$ cat config.mk
export PLATFORM = sky130hd
export DESIGN_NAME = delay_pipe_credit_sink_flat
export DESIGN_NICKNAME = d
export VERILOG_FILES = /design/src/rtl/delay_pipe_credit_sink_if.sv /design/src/rtl/delay_pipe_credit_sink.sv /design/src/flat_wrapper.sv
export SDC_FILE = /design/constraint.sdc
export NUM_CORES = 1
export LEC_CHECK = 0
export BUFFER_PORTS_ARGS = -buffer_cell sky130_fd_sc_hd__buf_2
export CORE_MARGIN = 3
export CORE_UTILIZATION = 45
export CTS_BUF_LIST = sky130_fd_sc_hd__clkbuf_8
export DETAILED_ROUTE_END_ITERATION = 7
export PLACE_DENSITY = 0.72
export SKIP_LAST_GASP = 1
export SLEW_MARGIN = 20
export SYNTH_ARGS = -nofsm -noshare
export SYNTH_HDL_FRONTEND = slang
export SYNTH_SLANG_ARGS = --single-unit
export TNS_END_PERCENT = 20
$ cat constraint.sdc
create_clock -name clk -period 4.9 [get_ports clk]
set_clock_uncertainty 0.15 [all_clocks]
set_input_delay 0.245 -clock clk [delete_from_list [all_inputs] [get_ports clk]]
set_output_delay 0.245 -clock clk [all_outputs]
set_load 0.005 [all_outputs]
$ cat src/rtl/delay_pipe_credit_sink_if.sv
// delay_pipe_credit_sink_if: issue/credit, pipe input and valid/ready output bundle
interface delay_pipe_credit_sink_if #(
  parameter int W = 32,
  parameter int DEPTH = 8
);
  localparam int CW = $clog2(DEPTH + 1);
  logic          issue;
  logic          credit_avail;
  logic [CW-1:0] credit_r;
  logic [W-1:0]  in;
  logic          in_vld;
  logic [W-1:0]  out_r;
  logic          out_vld_r;
  logic          out_rdy;
  logic [CW-1:0] occ_r;
  logic          err_ovf_r;
  logic          err_credit_r;
  modport master (
    output issue, in, in_vld, out_rdy,
    input  credit_avail, credit_r, out_r, out_vld_r, occ_r, err_ovf_r, err_credit_r
  );
  modport slave (
    input  issue, in, in_vld, out_rdy,
    output credit_avail, credit_r, out_r, out_vld_r, occ_r, err_ovf_r, err_credit_r
  );
endinterface

$ cat src/rtl/delay_pipe_credit_sink.sv
// delay_pipe_credit_sink: credit-gated receive FIFO turning a valid-only pipe output into valid/ready
module delay_pipe_credit_sink #(
  parameter int W = 32,
  parameter int DEPTH = 8
) (
  input logic clk,
  input logic rst_n,
  delay_pipe_credit_sink_if.slave b
);
  localparam int CW = $clog2(DEPTH + 1);
  localparam int PW = $clog2(DEPTH);
  logic [W-1:0]  mem [DEPTH];
  logic [PW-1:0] wr_ptr, rd_ptr, wr_nxt, rd_nxt;
  logic [CW-1:0] occ, occ_nxt, credit;
  logic          vld, err_ovf, err_credit;
  logic          push, pop, full, push_acc, issue_acc;
  always_comb begin
    push      = b.in_vld;
    pop       = vld & b.out_rdy;
    full      = occ == CW'(DEPTH);
    push_acc  = push & (~full | pop);
    issue_acc = b.issue & (credit != '0);
    wr_nxt    = (wr_ptr == PW'(DEPTH - 1)) ? '0 : wr_ptr + PW'(1);
    rd_nxt    = (rd_ptr == PW'(DEPTH - 1)) ? '0 : rd_ptr + PW'(1);
    occ_nxt   = occ + CW'(push_acc) - CW'(pop);
  end
  // storage is deliberately unreset; out_r is don't-care while empty
  always_ff @(posedge clk)
    if (rst_n && push_acc) mem[wr_ptr] <= b.in;
  always_ff @(posedge clk) begin
    if (!rst_n) begin
      credit     <= CW'(DEPTH);
      occ        <= '0;
      vld        <= 1'b0;
      wr_ptr     <= '0;
      rd_ptr     <= '0;
      err_ovf    <= 1'b0;
      err_credit <= 1'b0;
    end else begin
      if (push_acc) wr_ptr <= wr_nxt;
      if (pop) rd_ptr <= rd_nxt;
      occ    <= occ_nxt;
      vld    <= occ_nxt != '0;
      credit <= credit - CW'(issue_acc) + CW'(pop);
      if (push & ~push_acc) err_ovf <= 1'b1;
      if (b.issue & ~issue_acc) err_credit <= 1'b1;
    end
  end
  assign b.credit_avail = credit != '0;
  assign b.credit_r     = credit;
  assign b.out_r        = mem[rd_ptr];
  assign b.out_vld_r    = vld;
  assign b.occ_r        = occ;
  assign b.err_ovf_r    = err_ovf;
  assign b.err_credit_r = err_credit;
endmodule

$ cat src/flat_wrapper.sv
// flat-port wrapper written by rule: the top's interface ports become plain ports
module delay_pipe_credit_sink_flat 
#(
  parameter int W = 32,
  parameter int DEPTH = 8
)
  (clk, rst_n, b_issue, b_in, b_in_vld, b_out_rdy, b_credit_avail, b_credit_r, b_out_r, b_out_vld_r, b_occ_r, b_err_ovf_r, b_err_credit_r);
  delay_pipe_credit_sink_if #(.W(W), .DEPTH(DEPTH)) b_i ();
  input logic clk;
  input logic rst_n;
  input wire logic [$bits(b_i.issue)-1:0] b_issue;
  input wire logic [$bits(b_i.in)-1:0] b_in;
  input wire logic [$bits(b_i.in_vld)-1:0] b_in_vld;
  input wire logic [$bits(b_i.out_rdy)-1:0] b_out_rdy;
  output wire logic [$bits(b_i.credit_avail)-1:0] b_credit_avail;
  output wire logic [$bits(b_i.credit_r)-1:0] b_credit_r;
  output wire logic [$bits(b_i.out_r)-1:0] b_out_r;
  output wire logic [$bits(b_i.out_vld_r)-1:0] b_out_vld_r;
  output wire logic [$bits(b_i.occ_r)-1:0] b_occ_r;
  output wire logic [$bits(b_i.err_ovf_r)-1:0] b_err_ovf_r;
  output wire logic [$bits(b_i.err_credit_r)-1:0] b_err_credit_r;
  assign b_i.issue = b_issue;
  assign b_i.in = b_in;
  assign b_i.in_vld = b_in_vld;
  assign b_i.out_rdy = b_out_rdy;
  assign b_credit_avail = b_i.credit_avail;
  assign b_credit_r = b_i.credit_r;
  assign b_out_r = b_i.out_r;
  assign b_out_vld_r = b_i.out_vld_r;
  assign b_occ_r = b_i.occ_r;
  assign b_err_ovf_r = b_i.err_ovf_r;
  assign b_err_credit_r = b_i.err_credit_r;
  delay_pipe_credit_sink #(.W(W), .DEPTH(DEPTH)) u_core (.clk(clk), .rst_n(rst_n), .b(b_i));
endmodule
==> results of run 1 <==
[layout make-up]
cell class / count / share of cell area (%)
clock buffers: 45 / 4.833
clock inverters: 28 / 1.045
inverters: 16 / 0.4687
multi-input cells: 174 / 20.52
flip-flops and latches: 276 / 63.16
well taps: 319 / 3.115
repair buffers: 131 / 6.854
[cell usage in the layout, fill, tap and decap left out, types with 2 or more instances in the layout]
cell,synthesis,layout
edfxtp_1,256,256
buf_2,4,80
clkbuf_8,0,45
dlygate4sd3_1,0,38
inv_1,15,37
mux4_2,37,37
mux4_1,27,27
mux2_2,18,18
dfxtp_1,20,17
mux2_4,15,15
ha_1,14,14
buf_4,0,13
nand2_1,12,12
nor2b_1,6,6
mux2i_1,4,4
and2_1,4,4
nor3b_1,5,3
nor2_1,3,3
a21boi_0,3,3
a21oi_1,3,3
clkinv_1,0,3
nand2b_1,2,2
and3_2,0,2
nor4b_2,0,2
nor4_2,0,2
nor3b_2,0,2
xnor2_1,2,2
nand3b_1,2,2
fa_1,2,2
dfxtp_2,0,2
clkinv_2,0,2
[state kept, by name, summed over array words and instances (netlist names), named ones only]
register	count
u_core.b.out_vld_r	1
u_core.mem	256
u_core.b.credit_r	4
u_core.b.err_credit_r	1
u_core.b.err_ovf_r	1
u_core.rd_ptr	3
u_core.b.occ_r	4
u_core.wr_ptr	3
[Yosys cell counts (2+ instances only)]
master | number | share of area (%)
mux2_4 | 15 | 2.1
and3_1 | 3 | 0.17
nor4_1 | 2 | 0.11
nor2b_1 | 6 | 0.34
edfxtp_1 | 256 | 71
a21oi_1 | 3 | 0.14
mux4_2 | 37 | 7.7
a21boi_0 | 3 | 0.21
inv_1 | 15 | 0.52
nor2_1 | 3 | 0.10
fa_1 | 2 | 0.37
buf_1 | 4 | 0.14
buf_6 | 6 | 0.62
xnor2_1 | 2 | 0.16
dfxtp_1 | 20 | 3.7
nor3b_1 | 5 | 0.34
nand3b_1 | 2 | 0.14
nand2b_1 | 2 | 0.11
clkbuf_1 | 5 | 0.17
ha_1 | 14 | 1.6
mux2_2 | 18 | 1.9
nor4b_1 | 2 | 0.16
mux2i_1 | 4 | 0.37
nand2_1 | 12 | 0.41
mux4_1 | 27 | 6.5
and2_1 | 4 | 0.23
buf_2 | 4 | 0.18
[power groups by stage]
stage / sequential, mW / clock [mW] / combinational [mW]
after floorplan: 2.79 / 0 / 0.659
after global placement: 2.85 / 0 / 0.828
after detailed placement: 2.86 / 0 / 0.863
after CTS: 2.82 / 1.77 / 0.896
after global routing: 2.83 / 1.88 / 0.971
final: 2.81 / 1.72 / 0.882
[critical path: stages, from the launching register on]
cell and delay [ns]:
dfxtp_4 0.96, buf_4 0.43, mux4_1 0.59, mux2_2 0.27, buf_2 0.13
[stage by stage]
stage	setup WS (ns)	utilization [%]
3_5_place_dp	2.028	49.47
4_1_cts	1.458	54.27
2_1_floorplan	0.04308	-
3_3_place_gp	2.080	49.47
6_report	1.573	54.27
5_1_grt	1.333	54.27
[layer usage]
metal | part of all wire [%] | up-vias | track usage, %
li1 | - | 2337 | -
met1 | 42 | 2759 | 21.45
met2 | 52 | 141 | 28.09
met3 | 4.5 | 29 | 3.334
met4 | 1.5 | 0 | 4.771
met5 | 0 | - | 0
[cells by family (layout without fill, tap and decap cells)]
| family | Yosys count | count (layout) | synth area share, % |
|---|---|---|---|
| compound gates | 11 | 11 | 0.8620 |
| xor+xnor | 2 | 2 | 0.1609 |
| fa+ha+maj | 16 | 16 | 1.977 |
| buf+inv | 37 | 220 | 1.896 |
| flops | 276 | 276 | 74.29 |
| mux | 101 | 101 | 18.47 |
| simple gates | 44 | 44 | 2.345 |
[worst max-delay path by stage]
stage,start,endpoint,slack [ns]
2_1_floorplan,u_core.b.occ_r[2],u_core.mem[3][0],0.04
3_3_place_gp,flip-flop,b_out_r[0],2.08
3_5_place_dp,b_out_rdy,u_core.b.out_vld_r,2.03
4_1_cts,flip-flop,b_out_r[0],1.46
5_1_grt,flip-flop,b_out_r[0],1.33
6_report,flip-flop,b_out_r[0],1.57
[repair_timing]
| item | CTS | global route |
|---|---|---|
| endpoints found under the hold margin | 274 | 0 |
| hold buffers | 38 | 0 |
| resized for setup | 0 | 0 |
| buffers inserted | 0 | 0 |
==> results.sh, run 1 <==
export IMPL_drive_gt1_share_pct=33.58
export IMPL_finalSetupViolations=0
export IMPL_synthArstFlopShare_pct=0
export IMPL_fin_crit_ns=3.327
export IMPL_ioPinCount=81
export IMPL_critPathLaunchType="flip-flop"
export IMPL_cts_sinks=276
export IMPL_status="finished, final reports clean"
export IMPL_drt_iter0_drc=387
export IMPL_cts_max_path_buffers=3
export IMPL_dieArea_um2=26100
export IMPL_grt_max_degree=52
export IMPL_endpoint_kind="output port"
export IMPL_wl_per_cell_um=21.24
export IMPL_yosys_warnings=0
export IMPL_hold_class="reg -> reg"
export IMPL_switching_power_mw=1.325
export IMPL_cts_tree="done"
export IMPL_final_cells=989
export IMPL_syn_inst=487
export IMPL_power_internal_mw=4.083
export IMPL_die_y_um=161.5
export IMPL_die_w_um=161.5
export IMPL_clkPwrFrac_pct=31.7
export IMPL_start_util_pct=46.11
export IMPL_fin_crit_sh_pct=67.89
export IMPL_worst_slew_pin_slew_ns=1.074
export IMPL_firstDrtPassIters=5
export IMPL_p_comb_share_pct=16.3
export IMPL_diodes=0
export IMPL_r2r_slack_ns=2.05
export IMPL_grt_pass1_wl_um=32690
export IMPL_cts_buffers=43
export IMPL_stdcell_area_um2=12810
export IMPL_finalWirelength_um=21010
export IMPL_multi_input_area_um2=2630
export IMPL_rsz0062_at_grt="no"
export IMPL_place_area_um2=11680
export IMPL_crit_required_ns=4.51
export IMPL_postRouteAntennaNets=0
export IMPL_hold_ws_ns=0.3595
export IMPL_place_hpwl_um=11610
export IMPL_seqPwrFrac_pct=52.0
export IMPL_synth_ff_type="edfxtp_1"
export IMPL_gp_congestion=0.7360
export IMPL_holdCritStartpoint="u_core.rd_ptr[2]"
export IMPL_powerDensity_nw_per_um2=422.0
export IMPL_vdd_drop_max_uv=330.1
export IMPL_p_leak_nw=4.427
export IMPL_r2r_start="u_core.b.occ_r[2]"
export IMPL_timing_rr_end="u_core.b.out_vld_r"
export IMPL_max_freq_mhz=300.6
export IMPL_maxCapViolCount=0
export IMPL_syn_avg_cell_area_um2=22.35
export IMPL_syn2layout_area_growth_pct=17.71
export IMPL_critPathArrivalTime_ns=2.93
export IMPL_final_net_count=695
export IMPL_synth_seq_cells=276
export IMPL_drcViolationCount=0
export IMPL_grt_pass1_vias=5767
export IMPL_hold_viol_final=0
export IMPL_num_rows=56
export IMPL_cts_root_buf="clkbuf_8"
export IMPL_antenna_found_initial=0
export IMPL_max_slew_margin_pct=28.37
export IMPL_crit_fanout=51
export IMPL_syn_nets=540
export IMPL_cts_max_level=2
export IMPL_synth_edf_count=256
export IMPL_p_sw_share_pct=24.50
export IMPL_ys_types=38
export IMPL_placed_cells=878
export IMPL_port_buffers=80
export IMPL_register_area_um2=8094
export IMPL_path_class="reg -> out"
export IMPL_overflow=0
export IMPL_fin_tns_setup_ns=0
export IMPL_path_clk_slew_ns=0.06
export IMPL_track_usage_pct=16.40
export IMPL_syn_area_um2=10890
export IMPL_routed_via_density=5.325
export IMPL_reg2reg_depth=10
export IMPL_synth_seq_area_share_pct=74.29
export IMPL_worst_skew_pair_late_latency_ns=0.54
export IMPL_total_power_mw=5.407
export IMPL_core_area_um2=23610
export IMPL_fillCellCount=1871
export IMPL_vias=5266
export IMPL_drv_slew=0
export IMPL_holdPathStages=2
(Power assumes the default switching activity.)
==> inputs of run 2 (changes only) <==
Settings changed: ABC_AREA from default to 1, PLACE_DENSITY 0.72 to 0.69.
Clock period 4.9 ns to 3.35 ns, I/O delays scaled along.
==> results.sh, run 2 <==
export IMPL_status="finished, final reports clean"
export IMPL_max_freq_mhz=371.4
export IMPL_grt_pass1_vias=8145
export IMPL_finalWirelength_um=25920
export IMPL_maxCapViolCount=0
export IMPL_p_leak_nw=6.469
export IMPL_syn_inst=1221
export IMPL_antenna_found_initial=0
export IMPL_hold_ws_ns=0.2700
export IMPL_largest_reg_flops=256
export IMPL_critPathArrivalTime_ns=2.38
export IMPL_worst_slew_pin_slew_ns=0.9788
export IMPL_cts_max_level=2
export IMPL_crit_top_cell="nand2_1"
export IMPL_drcViolationCount=0
export IMPL_cts_root_buf="clkbuf_8"
export IMPL_fin_tns_setup_ns=0
export IMPL_critPathLaunchType="flip-flop"
export IMPL_syn2layout_area_growth_pct=16.27
export IMPL_finalSetupViolations=0
export IMPL_drive_gt1_share_pct=12.05
export IMPL_synth_seq_cells=276
export IMPL_num_rows=59
export IMPL_path_class="reg -> out"
export IMPL_grt_pass1_wl_um=41570
export IMPL_cp_top_family="buffers and inverters"
export IMPL_endpoint_kind="output port"
export IMPL_cts_sinks=276
export IMPL_critPathSlowestCell="inv_2"
export IMPL_overflow=0
export IMPL_postRouteAntennaNets=0
export IMPL_top_register="u_core.mem"
export IMPL_path_clk_slew_ns=0.06
export IMPL_slowest_delay_ns=0.70
export IMPL_wl_per_cell_um=15.06
export IMPL_fin_crit_ns=2.693
export IMPL_synthArstFlopShare_pct=0
export IMPL_drv_slew=0
export IMPL_crit_fanout=45
export IMPL_cp_cell_sequence="inv_2, buf_4, nand2_1, nand2_1, nand2_1, nand2_1, buf_2"
export IMPL_port_buffers=80
export IMPL_powerDensity_nw_per_um2=610.3
export IMPL_start_util_pct=46.06
export IMPL_crit_required_ns=3.03
export IMPL_vdd_drop_max_uv=281.9
export IMPL_yosysTopAreaCell="edfxtp_1"
export IMPL_max_slew_margin_pct=34.65
export IMPL_post_cts_setup_buffers=0
export IMPL_routed_via_density=4.711
export IMPL_gp_congestion=0.7882
export IMPL_synth_edf_count=256
export IMPL_syn_area_um2=12070
export IMPL_rsz0062_at_grt="no"
export IMPL_ioPinCount=81
export IMPL_yosysMostFrequentCell="nand2_1"
export IMPL_hold_class="in -> reg"
export IMPL_cts_resized_gates=0
export IMPL_place_hpwl_um=15570
export IMPL_die_w_um=169.8
export IMPL_synth_ff_type="edfxtp_1"
export IMPL_core_area_um2=26210
export IMPL_layout_commonest_cell="nand2_1"
export IMPL_layout_common_cells="nand2_1 (502), edfxtp_1 (256), inv_1 (241)"
export IMPL_drt_iter0_drc=548
export IMPL_yosys_warnings=0
export IMPL_synth_seq_area_share_pct=67.00
export IMPL_hold_viol_final=0
export IMPL_vias=8107
export IMPL_synth_top_area_share_pct=63.68
export IMPL_dieArea_um2=28830
export IMPL_die_y_um=169.8
export IMPL_fin_crit_sh_pct=80.38
export IMPL_track_usage_pct=18.18
export IMPL_synth_area_leaders="edfxtp_1 (64%), nand2_1 (16%), inv_1 (7.0%)"
export IMPL_ys_types=24
export IMPL_grt_max_degree=129
export IMPL_cts_buffers=46
export IMPL_synth_commonest_cells="nand2_1 (502), edfxtp_1 (256), inv_1 (224)"
export IMPL_final_net_count=1409
export IMPL_diodes=0
export IMPL_cts_tree="done"
export IMPL_firstDrtPassIters=5
export IMPL_syn_avg_cell_area_um2=9.887
export IMPL_syn_nets=1274
export IMPL_cts_max_path_buffers=3
export IMPL_worst_skew_pair_late_latency_ns=0.56
export IMPL_crit_buf_inv=3
run 2: cell types whose count changed after synthesis, sizes merged, moves of 5 or more:
cell / change
buf: +30
nand3: +109
a21oi: +5
nor2b: -6
mux4: -64
nand2: +490
nor2: +20
nor3b: -5
inv: +210
mux2: -33
run 2: where the power goes:
group | internal, mW | switching, mW
sequential | 3.95 | 0.0815
combinational | 0.680 | 1.24
clock | 1.33 | 1.28
run 2: path summary, 6_finish.rpt:
check                     start                 end  slack [ns]  cells past startpoint
max                   flip-flop         b_out_r[16]        0.66                      7
min                     b_in[5]    u_core.mem[3][5]        0.27                      2
max reg2reg   u_core.b.occ_r[2]   u_core.mem[1][15]        0.77                      8
min reg2reg  u_core.b.err_ovf_r  u_core.b.err_ovf_r        0.30                      2
run 2: cell families (layout without fill, tap and decap cells):
kind of cell,after synthesis,after routing,share of synthesized area [%]
flip-flops,276,276,67.00
AO/OA/AOI/OAI,11,11,0.4872
adder cells (fa/ha/maj),16,16,1.783
buffers and inverters,276,441,9.432
XOR/XNOR,2,2,0.1451
AND/OR/NAND/NOR,640,640,21.15
run 2: final cells by class:
class                      count  area [um2]
timing repair buffer         137       968.4
clock buffer                  48       660.6
inverter                     226       850.8
fill                        2308       12170
clock inverter                30       137.6
tap                          335       419.2
multi-input combinational    669        2905
sequential                   276        8094
run 2: what timing repair did:
action / CTS / global route
hold buffers: 36 / 0
hold endpoints to repair: 276 / 0
endpoints found under the setup margin: 0 / 0
run 2: metrics by stage:
step                      power [mW]  area [um2]  setup WS, ns  cells  utilization [%]
after global placement         5.978       12880        0.8098   1607            49.14
after floorplan                5.352       12070        0.4108   1221                -
final                          8.566       14040        0.6573   1721            53.56
after CTS                      8.673       14040        0.6082   1721            53.56
after detailed placement       6.017       12880        0.7636   1607            49.14
after global routing           9.080       14040        0.4820   1721            53.56
run 2: metal layers:
layer | vias to the layer above | track usage, % | wire [um]
li1 | 4100 | - | -
met1 | 3727 | 23.30 | 11220
met2 | 221 | 30.32 | 12510
met3 | 59 | 3.913 | 1447
met4 | 0 | 7.255 | 739
met5 | - | 0 | 0
